==> src/rtl/seg7_pkg.sv <==
// Shared constants and types for the seven-segment display blocks.
// Segment patterns are active-low, ordered {g,f,e,d,c,b,a}.
package seg7_pkg;
    localparam int NDIG = 4;

    localparam logic [6:0] SEG_ZERO  = 7'b1000000;
    localparam logic [6:0] SEG_ONE   = 7'b1111001;
    localparam logic [6:0] SEG_TWO   = 7'b0100100;
    localparam logic [6:0] SEG_THREE = 7'b0110000;
    localparam logic [6:0] SEG_FOUR  = 7'b0011001;
    localparam logic [6:0] SEG_FIVE  = 7'b0010010;
    localparam logic [6:0] SEG_SIX   = 7'b0000010;
    localparam logic [6:0] SEG_SEVEN = 7'b1111000;
    localparam logic [6:0] SEG_EIGHT = 7'b0000000;
    localparam logic [6:0] SEG_NINE  = 7'b0010000;
    localparam logic [6:0] DASH      = 7'b0111111;
    localparam logic [6:0] BLANK     = 7'b1111111;

    typedef enum logic {PH_ON, PH_GUARD} phase_e;
endpackage

==> src/rtl/seg7_decode.sv <==
// Combinational BCD nibble to active-low segment pattern.
// Non-decimal nibbles render as a dash so bad data is visible on the display.
module seg7_decode
    import seg7_pkg::*;
(
    input  logic [3:0] i_nib,
    output logic [6:0] o_seg
);
    always_comb begin
        o_seg = DASH;
        case (i_nib)
            4'd0: o_seg = SEG_ZERO;
            4'd1: o_seg = SEG_ONE;
            4'd2: o_seg = SEG_TWO;
            4'd3: o_seg = SEG_THREE;
            4'd4: o_seg = SEG_FOUR;
            4'd5: o_seg = SEG_FIVE;
            4'd6: o_seg = SEG_SIX;
            4'd7: o_seg = SEG_SEVEN;
            4'd8: o_seg = SEG_EIGHT;
            4'd9: o_seg = SEG_NINE;
            default: o_seg = DASH;
        endcase
    end
endmodule

==> src/rtl/seg7_scan_ctrl.sv <==
// Four-digit common-anode scan controller with per-slot guard interval and
// double-buffered Load/Ready update that only lands on frame boundaries.
module seg7_scan_ctrl
    import seg7_pkg::*;
#(
    parameter int SCAN_DIV = 100_000,
    parameter int GUARD    = 1_000,
    parameter int CNT_BITS = 17
) (
    input  logic        Clk,
    input  logic        Clr,
    input  logic        Load,
    output logic        Ready,
    input  logic [15:0] Digits_in,
    input  logic [3:0]  Blank_in,
    input  logic [3:0]  Dp_in,
    input  logic        Lz_en,
    output logic [6:0]  Seg,
    output logic        Dp,
    output logic [3:0]  an
);
    localparam logic [CNT_BITS-1:0] CNT_LAST    = CNT_BITS'(SCAN_DIV - 1);
    localparam logic [CNT_BITS-1:0] GUARD_START = CNT_BITS'(SCAN_DIV - GUARD);

    logic [CNT_BITS-1:0] r_cnt;
    logic [1:0]          r_idx;
    logic                r_pending;
    logic [15:0]         r_act_dig, r_stg_dig;
    logic [3:0]          r_act_blank, r_stg_blank;
    logic [3:0]          r_act_dp, r_stg_dp;

    phase_e                  w_phase;
    logic                    w_slot_end;
    logic                    w_frame_end;
    logic                    w_accept;
    logic [NDIG-1:0][3:0]    w_digs;
    logic [3:0]              w_nib;
    logic [6:0]              w_seg;
    logic [NDIG-1:0]         w_lz_dark;
    logic                    w_zero_above;
    logic                    w_dark;

    assign w_phase     = (r_cnt < GUARD_START) ? PH_ON : PH_GUARD;
    assign w_slot_end  = (r_cnt == CNT_LAST);
    assign w_frame_end = w_slot_end && (r_idx == 2'd3);
    assign w_accept    = Load && Ready;
    assign w_digs      = r_act_dig;
    assign w_nib       = w_digs[r_idx];

    // A digit is zero-suppressed when it and every digit to its left are zero.
    always_comb begin
        w_zero_above = 1'b1;
        w_lz_dark    = '0;
        for (int i = NDIG - 1; i >= 0; i--) begin
            w_zero_above = w_zero_above && (w_digs[i] == 4'd0);
            w_lz_dark[i] = Lz_en && (i >= 1) && w_zero_above;
        end
    end

    assign w_dark = r_act_blank[r_idx] || w_lz_dark[r_idx];

    seg7_decode u_decode (
        .i_nib (w_nib),
        .o_seg (w_seg)
    );

    always_ff @(posedge Clk) begin
        if (Clr) begin
            r_cnt       <= '0;
            r_idx       <= '0;
            r_pending   <= 1'b0;
            r_act_dig   <= '0;
            r_act_blank <= '0;
            r_act_dp    <= '0;
            r_stg_dig   <= '0;
            r_stg_blank <= '0;
            r_stg_dp    <= '0;
            Ready       <= 1'b1;
            an          <= 4'b1111;
            Seg         <= BLANK;
            Dp          <= 1'b1;
        end else begin
            if (w_slot_end) begin
                r_cnt <= '0;
                r_idx <= r_idx + 2'd1;
            end else begin
                r_cnt <= r_cnt + CNT_BITS'(1);
            end

            // Accept is impossible while pending, so these never collide.
            if (w_frame_end && r_pending) begin
                r_act_dig   <= r_stg_dig;
                r_act_blank <= r_stg_blank;
                r_act_dp    <= r_stg_dp;
                r_pending   <= 1'b0;
                Ready       <= 1'b1;
            end else if (w_accept) begin
                r_stg_dig   <= Digits_in;
                r_stg_blank <= Blank_in;
                r_stg_dp    <= Dp_in;
                r_pending   <= 1'b1;
                Ready       <= 1'b0;
            end

            if (w_phase == PH_ON) begin
                an  <= ~(4'b0001 << r_idx);
                Seg <= w_dark ? BLANK : w_seg;
                Dp  <= w_dark ? 1'b1 : ~r_act_dp[r_idx];
            end else begin
                an  <= 4'b1111;
                Seg <= BLANK;
                Dp  <= 1'b1;
            end
        end
    end
endmodule

==> config.mk <==
export PLATFORM = sky130hd
export DESIGN_NAME = seg7_scan_ctrl
export DESIGN_NICKNAME = d
export VERILOG_FILES = /design/src/rtl/seg7_pkg.sv /design/src/rtl/seg7_decode.sv /design/src/rtl/seg7_scan_ctrl.sv
export SDC_FILE = /design/constraint.sdc
export NUM_CORES = 1
export LEC_CHECK = 0
export ABC_AREA = 1
export ABC_CLOCK_PERIOD_IN_PS = 1500
export CAP_MARGIN = 20
export CORE_MARGIN = 3
export CORE_UTILIZATION = 30
export CTS_BUF_LIST = sky130_fd_sc_hd__clkbuf_8
export CTS_CLUSTER_DIAMETER = 40
export CTS_CLUSTER_SIZE = 14
export DETAILED_ROUTE_END_ITERATION = 12
export SYNTH_ARGS = -nofsm -noshare
export SYNTH_HDL_FRONTEND = slang
export SYNTH_SLANG_ARGS = --single-unit
==> constraint.sdc <==
create_clock -name Clk -period 1.5 [get_ports Clk]
set_input_delay 0.15 -clock Clk [delete_from_list [all_inputs] [get_ports Clk]]
set_output_delay 0.15 -clock Clk [all_outputs]
set_load 0.02 [all_outputs]
# Word level (Yosys, flattened, before mapping)
# Memories as Yosys holds them, arrays and structs flattened. A register that Yosys moved wholly into a read port is not among the register bits.
# Index checks and enable logic that the tools add are counted.
# Widths: inputs -> output; s select.
classes:
  eq_ne: 2
  bitwise: 4
  mux: 8
  n_lt_le_gt_ge: 2
  addsub: 2
  reduce_logical: 17
  shifts: 1
ops:
  columns: ["cell", "n"]
  rows:
  - ["$add 17x1->17 const B", 1]
  - ["$eq 17x17->1 const B", 1]
  - ["$lt 17x17->1 const B", 1]
  - ["$logic_not 4->1", 3]
  - ["$bmux 4 s2", 1]
  - ["$logic_and 1x1->1", 8]
  - ["$bmux 1 s2", 3]
  - ["$reduce_or 2->1", 3]
  - ["$mux 4", 1]
  - ["$not 4->4", 1]
  - ["$shl 1x2->4 const A", 1]
  - ["$lt 2x3->1 const B", 1]
  - ["$mux 1", 3]
  - ["$not 1->1", 3]
  - ["$reduce_or 3->1", 1]
  - ["$add 2x1->2 const B", 1]
  - ["$eq 2x2->1 const B", 1]
  - ["$reduce_and 2->1", 1]
  - ["$logic_or 1x1->1", 1]
word_totals:
  rom_bits: 112
  elab_cells: 49
  memories: 1
  register_bits: 74
memory_table:
  columns: ["memory", "depth", "width", "read_ports", "rd_clocked_by_memory_dff", "write_ports", "line_no", "text"]
  rows:
  - ["(no name shown)", 16, 7, 1, 1, 0, "seg7_decode.sv:11", "case (i_nib)"]

# Longest topological paths before layout
depth:
  word_depth: 8
  depth_mapped: 14
  mapped_depth_nobuf: 13

# Hierarchy
# From an unflattened synthesis, not the netlist that was laid out.
unflattened:
  hier_cells: 571
  hier_area_um2: 3970.1
by_module_without_submodules:
  columns: ["mod", "cells_per_inst", "instances", "area_each_um2"]
  rows:
  - ["seg7_scan_ctrl", 536, 1, 3783.6]
  - ["seg7_decode", 35, 1, 186.4]

# Worst setup path after synthesis
# No wires, ideal clock.
synth_path:
  path_type: "register -> register"
  from: "reg r_idx[0]"
  to: "reg Seg[4]"
  arrival_ps: 1570
  path_stages_with_launch: 12
  t_required_ps: 1441
  slack_ps: -129
  setup_time_ps: 59
  path_cell_list: "dfxtp_1 -> inv_2 -> buf_2 -> nand2_1 -> o211ai_1 -> nand2_1 -> inv_1 -> ha_1 -> or2_2 -> nand3_1 -> nand2_1 -> nand2_1"
synth_between:
  elab_chain_cells: 4
  elab_cells_between_ends: 8
synth_rtl:
  columns: ["item", "line_no", "text"]
  rows:
  - ["from (decl)", "seg7_scan_ctrl.sv:26", "logic [1:0] r_idx;"]
  - ["from (signal assigned)", "seg7_scan_ctrl.sv:85", "r_idx <= r_idx + 2'd1;"]
  - ["$bmux 1 s2", "seg7_scan_ctrl.sv:60", "assign w_dark = r_act_blank[r_idx] || w_lz_dark[r_idx];"]
  - ["$mux 1 (implied by the code)", "seg7_scan_ctrl.sv:60", null]
  - ["$logic_or 1x1->1", "seg7_scan_ctrl.sv:60", null]
  - ["$reduce_or 3->1 (no source line)", null, null]
  - ["to (decl)", "seg7_scan_ctrl.sv:18", "output logic [6:0] Seg,"]
# Parallel ways exist; a longest one is shown, timed or not. The select of a mux whose other input is x is not followed.
# A chain may end at the register's enable or synchronous reset.

# Worst setup path in the final report
layout_path:
  from: "reg r_cnt[9]"
  to: "reg r_stg_blank[0]"
layout_between:
  elab_chain_cells: 5
layout_rtl:
  columns: ["item", "line_no", "text"]
  rows:
  - ["from (decl)", "seg7_scan_ctrl.sv:25", "logic [CNT_BITS-1:0] r_cnt;"]
  - ["from (signal assigned)", "seg7_scan_ctrl.sv:87", "r_cnt <= r_cnt + CNT_BITS'(1);"]
  - ["$eq 17x17->1", "seg7_scan_ctrl.sv:44", "assign w_slot_end = (r_cnt == CNT_LAST);"]
  - ["$logic_and 1x1->1", "seg7_scan_ctrl.sv:45", "assign w_frame_end = w_slot_end && (r_idx == 2'd3);"]
  - ["$logic_and 1x1->1", "seg7_scan_ctrl.sv:91", "if (w_frame_end && r_pending) begin"]
  - ["$not 1->1 (no source line)", null, null]
  - ["$reduce_and 2->1 (no source line)", null, null]
  - ["to (signal assigned)", "seg7_scan_ctrl.sv:99", "r_stg_blank <= Blank_in;"]
  - ["to (decl)", "seg7_scan_ctrl.sv:29", "logic [3:0] r_act_blank, r_stg_blank;"]
# Every way passes these cells.

==> insert_results.sql <==
INSERT INTO impl_metrics (metric_group, metric, value, unit) VALUES
('run_status', 'run_status', 'complete, but fails checks', ''),
('run_status', 'violations', 'setup timing', ''),
('worst_setup_path', 'crit_path_arrival_time', '1.80', 'ns'),
('detailed_routing', 'drtPass1Iterations', '4', ''),
('clock_tree', 'cts_sinks', '81', ''),
('min_path', 'whs_endpoint', 'Ready$_SDFFE_PP1P_', ''),
('global_routing', 'pin_count_of_the_biggest_net_entering_global_routing', '50', ''),
('logic_synthesis', 'ys_ff_latch', '81', ''),
('logic_synthesis', 'synth.yosys.seq_area_share', '0.408', ''),
('logic_synthesis', 'synth_top_area_cell', 'dfxtp_1', ''),
('detailed_routing', 'via_per_inst', '4.58', ''),
('global_routing', 'antenna_found_initial', '0', ''),
('worst_setup_path', 'critical_path_class', 'reg -> reg', ''),
('timing', 'timing_hold_violations_final', '0', ''),
('detailed_routing', 'antenna_viol_nets_final', '0', ''),
('timing', 'setup_slack', '-0.0294', 'ns'),
('cells_and_area', 'register_area', '1640', 'um^2'),
('global_routing', 'first_global_vias', '3684', ''),
('timing', 'final.setup.tns', '-0.356', 'ns'),
('logic_synthesis', 'synthCells', '583', ''),
('detailed_routing', 'post-route-drc-count', '0', ''),
('logic_synthesis', 'synthTopCellsByArea', 'dfxtp_1 (41%), nand2_1 (12%), nor2_1 (9.6%), inv_1 (7.5%), nand3_1 (5.9%)', ''),
('timing', 'grt_setup_unrepaired', 'yes', ''),
('clock_tree', 'cts_buffers', '9', ''),
('min_path', 'worstHoldPathType', 'in -> reg', ''),
('worst_setup_path', 'worst-r2r-cell-count', '7', ''),
('timing', 'final_max_slew_viol_count', '0', ''),
('pwr', 'leak', '2.57', 'nW'),
('worst_setup_path', 'crit_path_start_kind', 'flop', ''),
('clock_tree', 'clock_slew_at_reported_path_ffs', '0.09', 'ns'),
('pwr', 'cellPowerDensity', '776', 'nW/um^2'),
('logic_synthesis', 'syn-cell-area', '3980', 'um^2'),
('run', 'maxCapViolCount', '0', ''),
('global_routing', 'grt_overflow', '0', ''),
('worst_setup_path', 'regToRegSetupSlack', '-0.03', 'ns'),
('global_routing', 'gr-usage-all-layers', '0.136', ''),
('floorplanning', 'die_width', '121', 'um'),
('cells_and_area', 'combined_area_of_the_multi_input_logic_cells', '2350', 'um^2'),
('cells_and_area', 'fill_cells', '1192', ''),
('clock_tree', 'number_of_hold_repair_buffers_added_at_the_cts_stage', '0', ''),
('detailed_routing', 'via_count', '3886', ''),
('floorplanning', 'fp.dieH', '121', 'um'),
('timing', 'setup_violations', '26', ''),
('detailed_routing', 'finalWirelength', '10.9', 'mm'),
('timing', 'final_min_period_over_clock_period', '1.02', ''),
('logic_synthesis', 'synth_top_area_share', '0.408', ''),
('timing', 'clock-skew-final', '0.0112', 'ns'),
('detailed_routing', 'routed_wire_length_per_instance', '12.9', 'um'),
('floorplanning', 'top_level_ports', '41', ''),
('clock_tree', 'cts_root_buf', 'clkbuf_8', ''),
('worst_setup_path', 'crit-reg2reg-capture', 'r_stg_blank[0]$_SDFFE_PP0P_', ''),
('worst_setup_path', 'end_kind', 'flop', ''),
('timing', 'tightest_slew', '0.278', 'ns'),
('clock_tree', 'cts-htree-levels', '3', ''),
('timing', 'fin_worst_hold_slack', '0.381', 'ns'),
('timing', 'achievable-frequency', '654', 'MHz'),
('cells_and_area', 'fin_nets', '709', ''),
('floorplanning', 'floorplan.core_area', '12800', 'um^2'),
('detailed_routing', 'drt_first_iter_violations', '276', ''),
('worst_setup_path', 'crit_path_max_fanout', '6', ''),
('logic_synthesis', 'yosysWarningCount', '0', ''),
('logic_synthesis', 'synth_area_per_cell', '6.82', 'um^2'),
('global_routing', 'first_pass_grt_wire_length', '16.4', 'mm'),
('clock_tree', 'clk_latency_worst_skew_pair', '0.38', 'ns'),
('cells_and_area', 'share_of_final_layout_standard_cells_stronger_than_drive_strength_1', '0.288', ''),
('min_path', 'min_path_cells', '4', ''),
('cells_and_area', 'antennaDiodeCount', '0', ''),
('logic_synthesis', 'postSynthNetCount', '621', ''),
('clock_tree', 'clock_tree_from_tritoncts', 'done', ''),
('floorplanning', 'initial_core_util', '0.311', ''),
('timing', 'worst_slew_margin_relative_to_its_limit', '0.814', '');
## critical path: stages (launching register included)
cell and delay (ns):
dfxtp_1 0.35, nand2_2 0.11, nor3_4 0.28, nand4_4 0.17
buf_12 0.18, clkbuf_16 0.17, a21oi_2 0.11, nor2_1 0.05
## where the power goes
part	switching [mW]	leakage [nW]	total (mW)	internal (mW)
clock	0.868	0.117	1.91	1.04
combinational	0.230	1.79	0.466	0.235
sequential	0.0534	0.667	2.28	2.22
total	1.15	2.57	4.65	3.50
## through the flow
| stage | instances | setup slack [ns] | instance area, um^2 | util | power (mW) |
|---|---|---|---|---|---|
| finish | 848 | -0.0294 | 5990 | 0.469 | 4.65 |
| global placement | 807 | -0.0232 | 4850 | 0.379 | 2.70 |
| floorplan | 583 | 0.0167 | 4000 | - | 2.54 |
| CTS | 829 | -0.00926 | 5270 | 0.412 | 4.61 |
| detailed placement | 807 | -0.0464 | 4850 | 0.379 | 2.71 |
| global route | 848 | -0.137 | 5990 | 0.469 | 4.83 |
## sequential cells by signal, summed over array words and instances (netlist names)
register     flops
r_stg_blank      4
r_act_dp         4
r_stg_dig       16
r_pending        1
r_cnt           17
Ready            1
r_act_blank      4
r_stg_dp         4
r_act_dig       16
an               4
r_idx            2
Dp               1
Seg              7
## worst max path at each step
stage	from	to	slack, ns
global placement	r_idx[0]$_SDFFE_PP0N_	Seg[3]$_SDFF_PP1_	-0.02
floorplan	r_idx[0]$_SDFFE_PP0N_	Seg[3]$_SDFF_PP1_	0.02
finish	r_cnt[9]$_SDFF_PP0_	r_stg_blank[0]$_SDFFE_PP0P_	-0.03
detailed placement	r_cnt[0]$_SDFF_PP0_	r_cnt[14]$_SDFF_PP0_	-0.05
global route	r_idx[0]$_SDFFE_PP0N_	Seg[0]$_SDFF_PP1_	-0.14
CTS	r_idx[1]$_SDFFE_PP0N_	Seg[4]$_SDFF_PP1_	-0.009
## area by class of cell
type | instances | area share
multi-input combinational | 390 | 0.392
clock buffer | 11 | 0.0253
clock inverter | 5 | 0.0142
timing repair buffer | 105 | 0.203
sequential | 81 | 0.274
inverter | 84 | 0.0564
tap | 172 | 0.0359
## placed cells by master, fill, tap and decap left out, drive strengths merged
cell type / count
a21oi: 34
a31o: 1
and3: 1
buf: 57
bufinv: 2
clkbuf: 19
clkdlybuf4s50: 39
clkinv: 2
clkinvlp: 1
dfxtp: 81
dlygate4sd2: 1
ha: 10
inv: 84
nand2: 126
nand3: 47
nand4: 27
nor2: 106
nor3: 11
nor3b: 1
o211ai: 4
o21a: 2
o21ai: 10
o22ai: 1
or2: 2
xor2: 7
## Yosys cell counts
library cell	instances
a21oi_1	25
a21oi_2	9
a31o_2	1
and3_1	1
buf_1	1
buf_2	13
buf_6	4
clkbuf_1	10
clkinv_1	1
dfxtp_1	81
ha_1	10
inv_1	79
inv_2	4
nand2_1	124
nand2_2	2
nand3_1	47
nand4_1	26
nand4_2	1
nor2_1	102
nor2_2	3
nor2_4	1
nor3_1	10
nor3_2	1
nor3b_1	1
o211ai_1	4
o21a_1	2
o21ai_0	10
o22ai_1	1
or2_2	2
xor2_1	7
## timing repair
| action | in CTS | in global routing |
|---|---|---|
| buffers inserted | 4 | 10 |
| resized for setup | 25 | 110 |
| pin swaps | 4 | 27 |
| cloned | 2 | 10 |
| hold endpoints to repair | 0 | 0 |
| setup endpoints to repair | 31 | 76 |
## logic make-up after synthesis
logic type               after synthesis  share of synthesized area
buffers and inverters                112                      0.117
adder cells (fa/ha/maj)               10                     0.0315
flip-flops                            81                      0.408
AND/OR/NAND/NOR                      321                      0.349
XOR/XNOR                               7                     0.0154
AO/OA/AOI/OAI                         52                     0.0790
## metal layers
metal,part of all wire,global-route usage,wire length (um)
met5,0,0,0
met4,0.020,0.0531,223
met3,0.043,0.0336,472
met2,0.48,0.216,5240
met1,0.46,0.178,5000
Note: power is estimated with default switching activity, not from simulation.
